<file path="src/rtl/td4_cpu.sv">
// TD4-class 4-bit CPU: one 8-bit instruction per clock from a 16-word ROM.
// Optional TD4_CARRY_OUT_EN exposes the carry flag on port CF.
module td4_cpu #(
  parameter logic [3:0] RESET_PC = 4'd0
) (
  input  logic       CLK,
  input  logic       CLR,
  output logic [3:0] A,
  input  logic [7:0] D,
  input  logic [3:0] IN,
  output logic [3:0] OUT
`ifdef TD4_CARRY_OUT_EN
  ,
  output logic       CF
`endif
);

  typedef enum logic [3:0] {
    OP_ADD_A = 4'b0000,
    OP_MOV_AB = 4'b0001,
    OP_IN_A  = 4'b0010,
    OP_MOV_A = 4'b0011,
    OP_MOV_BA = 4'b0100,
    OP_ADD_B = 4'b0101,
    OP_IN_B  = 4'b0110,
    OP_MOV_B = 4'b0111,
    OP_OUT_B = 4'b1001,
    OP_OUT_I = 4'b1011,
    OP_JNC   = 4'b1110,
    OP_JMP   = 4'b1111
  } op_e;

  logic [3:0] pc_q, pc_d;
  logic [3:0] a_q, a_d;
  logic [3:0] b_q, b_d;
  logic [3:0] out_q, out_d;
  logic       c_q, c_d;

  logic [3:0] op;
  logic [3:0] im;
  logic [4:0] sum_a;
  logic [4:0] sum_b;

  assign op    = D[7:4];
  assign im    = D[3:0];
  assign sum_a = {1'b0, a_q} + {1'b0, im};
  assign sum_b = {1'b0, b_q} + {1'b0, im};

  // Carry is rewritten every cycle; only ADD can leave it set.
  always_comb begin
    pc_d  = pc_q + 4'd1;
    a_d   = a_q;
    b_d   = b_q;
    out_d = out_q;
    c_d   = 1'b0;
    case (op)
      OP_ADD_A:  {c_d, a_d} = sum_a;
      OP_ADD_B:  {c_d, b_d} = sum_b;
      OP_MOV_A:  a_d = im;
      OP_MOV_B:  b_d = im;
      OP_MOV_AB: a_d = b_q;
      OP_MOV_BA: b_d = a_q;
      OP_IN_A:   a_d = IN;
      OP_IN_B:   b_d = IN;
      OP_OUT_B:  out_d = b_q;
      OP_OUT_I:  out_d = im;
      OP_JMP:    pc_d = im;
      OP_JNC:    if (!c_q) pc_d = im;
      default:   ;
    endcase
  end

  always_ff @(posedge CLK) begin
    if (CLR) begin
      pc_q  <= RESET_PC;
      a_q   <= 4'd0;
      b_q   <= 4'd0;
      out_q <= 4'd0;
      c_q   <= 1'b0;
    end else begin
      pc_q  <= pc_d;
      a_q   <= a_d;
      b_q   <= b_d;
      out_q <= out_d;
      c_q   <= c_d;
    end
  end

  assign A   = pc_q;
  assign OUT = out_q;

`ifdef TD4_CARRY_OUT_EN
  assign CF = c_q;
`endif

endmodule

</file>
<file path="config.mk">
export PLATFORM = sky130hd
export DESIGN_NAME = td4_cpu
export DESIGN_NICKNAME = d
export VERILOG_FILES = /design/src/rtl/td4_cpu.sv
export SDC_FILE = /design/constraint.sdc
export NUM_CORES = 1
export LEC_CHECK = 0
export CORE_MARGIN = 2
export CORE_UTILIZATION = 46
export CTS_BUF_LIST = sky130_fd_sc_hd__clkbuf_16
export DETAILED_ROUTE_END_ITERATION = 10
export GPL_ROUTABILITY_DRIVEN = 0
export HOLD_SLACK_MARGIN = 0.15
export PLACE_DENSITY = 0.75
export SLEW_MARGIN = 20
export SYNTH_ARGS = -nofsm -noshare
export SYNTH_HDL_FRONTEND = slang
export SYNTH_SLANG_ARGS = --single-unit
export TNS_END_PERCENT = 10
</file>
<file path="constraint.sdc">
create_clock -name CLK -period 1.75 [get_ports CLK]
set_input_delay 0.35 -clock CLK [delete_from_list [all_inputs] [get_ports CLK]]
set_output_delay 0.35 -clock CLK [all_outputs]
set_load 0.01 [all_outputs]
</file>
# Yosys cells after proc, flatten, opt, wreduce, memory -nomap -nowiden
# Cells that the tools add are included.
# word_totals
ff_bits	17
inputBits	14
out_inout_bits	8
elab_cells	29
# classes
add_sub_neg	3
eq_ne	11
mux	6
n_reduce_logical	4
# ops
cell	count
4-bit case mux with 4 select lines	2
4-bit by 3-bit equality test with 1-bit output, second input constant	4
4-bit equality test, second input constant	4
4-bit case mux with 2 select lines	2
4-bit by 4-bit adder with 5-bit output	2
4-bit by 2-bit equality test with 1-bit output, second input constant	2
4-bit nonzero test	2
4-bit by 1-bit adder with 4-bit output, second input constant	1
4-bit by 1-bit equality test with 1-bit output, second input constant	1
4-bit logical NOT	1
4-bit 2-to-1 mux	1
1-bit case mux with 2 select lines	1
2-bit nonzero test	1

# Logic depth before layout (Yosys ltp)
# depth
depth_word	3
depth_mapped	7
ltp_nobuf	7

# Least setup slack after synthesis
# Ideal clock, no wire load.
# synth_path
kind	input to register
from	in D[0]
to	reg a_q[1]
setup_time_ps	129
t_arrival_ps	1597
required_ps	1621
slack_ps	25
stages	7
path_buffers	0
cell_sequence	ha_1 inv_1 fa_1 inv_1 mux4_2 nor2_1 a211oi_1
# synth_between
elab_chain_len	2
# synth_rtl
element	line	text
start, declared	9	input logic [7:0] D,
4-bit by 4-bit adder with 5-bit output	46	assign sum_a = {1'b0, a_q} + {1'b0, im};
4-bit case mux with 4 select lines	56	case (op)
end signal, assigned	76	a_q <= 4'd0;
end signal, assigned	82	a_q <= a_d;
end, declared	34	logic [3:0] a_q, a_d;
# Every way passes these cells.
# A chain may end at the register's enable or synchronous reset.

# Worst setup path after layout
# layout_path
from	reg a_q[0]
to	reg a_q[1]
# layout_between
elab_chain_len	2
# layout_rtl
element	line
4-bit by 4-bit adder with 5-bit output	46
4-bit case mux with 4 select lines	56
# Every way passes these cells.

==> impl_metrics.toml <==
[detailed_routing]
drt-total-wl_um = 3030
num_vias = 1082
drc = 0
detail_route.wl_per_cell_um = 16.0
drt_pre_antenna_iters = 4
viasPerCell = 5.72
drtIter0Drc = 18
ant_nets = 0

[timing]
finalMaxSlewViolations = 0
finalCritPeriodShare_pct = 99.6
worst_pin_slew_ns = 0.311
setup_tns_ns = 0
fmax_mhz = 574
slew-limit-headroom_pct = 79.2
worst_slack_ns = 0.00714
setup_viol = 0
finalHoldViolCount = 0
rsz0062_at_grt = "yes"
timing.hold.ws_ns = 0.513
fin_skew_ns = 0.00718
period_minus_slack_ns = 1.74

[yosys]
synthFlopType = "dfxtp_1"
yosysTopAreaCell = "dfxtp_1"
async_flop_share_pct = 0
synth_edf_count = 0
synth_area_um2 = 1130
synth_nets = 145
avgSynthCellArea_um2 = 9.42
synthTopCellsByArea = "dfxtp_1, ha_1, mux2i_1"
yosysMostFrequentCell = "dfxtp_1"
ys_seq_area_share_pct = 30.1
ys_ff_latch = 17
synth_warnings = 0
synth_top_cells_by_count = "dfxtp_1, nor2_1, a211oi_1"
synth_cells = 120
yosys.area.top_type_share_pct = 30.1
synth_cell_types = 30

[placed_design]
io_buffer_count = 21
dp_hpwl_um = 2250
dp.cells = 185
placedInstanceArea_um2 = 1500
post-place-ws_ns = -0.627

[die]
core_area_um2 = 2280
die_w_um = 53.6
initial_core_util_pct = 49.6
dieArea_um2 = 2870
ioPinCount = 22
die_h_um = 53.6
rows = 17

[global_routing]
grt.total_usage_pct = 23.2
grt-ovfl-total = 0
grt_pass1_wl_um = 4690
grt_max_degree = 11
grt_pass1_vias = 1053
antenna_found_initial = 0

[cts]
htreeDepth = 1
cts_tree = "yes"
path_clk_slew_ns = 0.06
clockRootBuffer = "clkbuf_16"
cts_setup_buffers = 0
cts.sinks = 17
cts_buffer_depth = 2
clock_latency_ns = 0.25
numCtsBuffers = 3

[setup_path]
worstPathRequired_ns = 1.88
rrSetupSlack_ns = 0.007
crit_fanout = 2
r2r-start = "a_q[0]$_SDFFE_PP0P_"
r2r_cells = 7
worstSetupStartpointType = "flip-flop"
r2r_end = "a_q[1]$_SDFFE_PP0P_"
critPathKind = "flip-flop to flip-flop"
cp_data_arrival_time_ns = 1.88
end_kind = "flip-flop"

[status]
status = "finished, final reports clean"

[finish]
final_area_um2 = 1610
final_core_util_pct = 70.6
syn_to_final_growth_pct = 42.2
drive_gt1_share_pct = 25.5
nNetsFinal = 187
stdcell_count = 189
antenna_cells = 0

[worst_hold_path]
hold_start = "OUT[2]$_SDFFE_PP0P_"
min_to = "OUT[2]$_SDFFE_PP0P_"
min_path_cells = 2
hold_path_class = "flip-flop to flip-flop"

[power_and_ir_drop]
p_leak_nw = 0.693
power_mw = 1.20
power_density_nw_per_um2 = 744
peakVddDrop_uv = 661

[job]
cap_violations = 0
-- cell type report --
class	instances	area [um2]
Clock inverter	1	5.00
Timing Repair Buffer	43	368
Inverter	6	22.5
Multi-Input combinational cell	91	758
Sequential cell	17	343
Clock buffer	3	75.1
Fill cell	156	669
Tap cell	28	35.0
-- flip-flops by register name, indices dropped and copies added (netlist names) --
register and flops:
c_q 1, a_q 4, b_q 4, A 4, OUT 4
-- placed cells by master, fill, tap and decap left out, types with 2 or more instances in the layout --
master,count
ha_1,6
fa_1,2
inv_1,5
mux4_2,4
xnor2_1,2
xor2_1,3
dfxtp_1,15
o2111ai_1,2
o21ai_0,4
a211oi_1,10
a21o_1,2
clkdlybuf4s50_1,18
a21oi_1,8
nor2_1,14
nor2b_1,4
clkbuf_16,3
nand3_1,3
ha_4,2
nand2_1,6
dfxtp_2,2
mux2i_1,9
buf_4,22
-- worst max-delay path by stage --
stage | depth (start not counted) | endpoint | from
floorplan | 7 | a_q[1]$_SDFFE_PP0P_ | D[0]
global placement | 8 | a_q[1]$_SDFFE_PP0P_ | D[0]
detailed placement | 8 | a_q[1]$_SDFFE_PP0P_ | D[0]
CTS | 6 | c_q$_SDFF_PP0_ | D[2]
global route | 7 | a_q[1]$_SDFFE_PP0P_ | a_q[0]$_SDFFE_PP0P_
finish | 7 | a_q[1]$_SDFFE_PP0P_ | a_q[0]$_SDFFE_PP0P_
-- power breakdown --
part,internal [mW],switching [mW],total (mW)
Clock,0.306,0.161,0.467
Sequential,0.414,0.0219,0.435
Combinational,0.161,0.131,0.292
-- logic make-up after synthesis --
group	after synthesis	share of synthesized area, %
simple gates	32	12.8
compound gates	30	17.9
flops	17	30.1
mux	13	15.9
buf+inv	12	5.76
fa+ha+maj	11	13.5
xor+xnor	5	3.88
-- critical path, stage by stage, from the launching register on --
cell	delay, ns
dfxtp_2	0.35
ha_4	0.14
inv_2	0.03
fa_1	0.46
inv_1	0.04
mux4_2	0.45
nor2_1	0.11
a211oi_1	0.05
-- metal layers --
layer  wire (um)  vias to the layer above  track usage [%]  share of wire [%]
met4          44                        0             9.40                1.5
met5           0                        -                0                  0
met3         132                        6             3.61                4.4
met1        1300                      520             28.8                 43
li1            -                      520                -                  -
met2        1560                       36             39.9                 51
-- what timing repair did --
item	in CTS	in global routing
pin swaps	2	1
hold buffers	0	0
resized for setup	9	8
setup endpoints to repair	6	5
No activity file was read; power rests on OpenSTA's default activity.
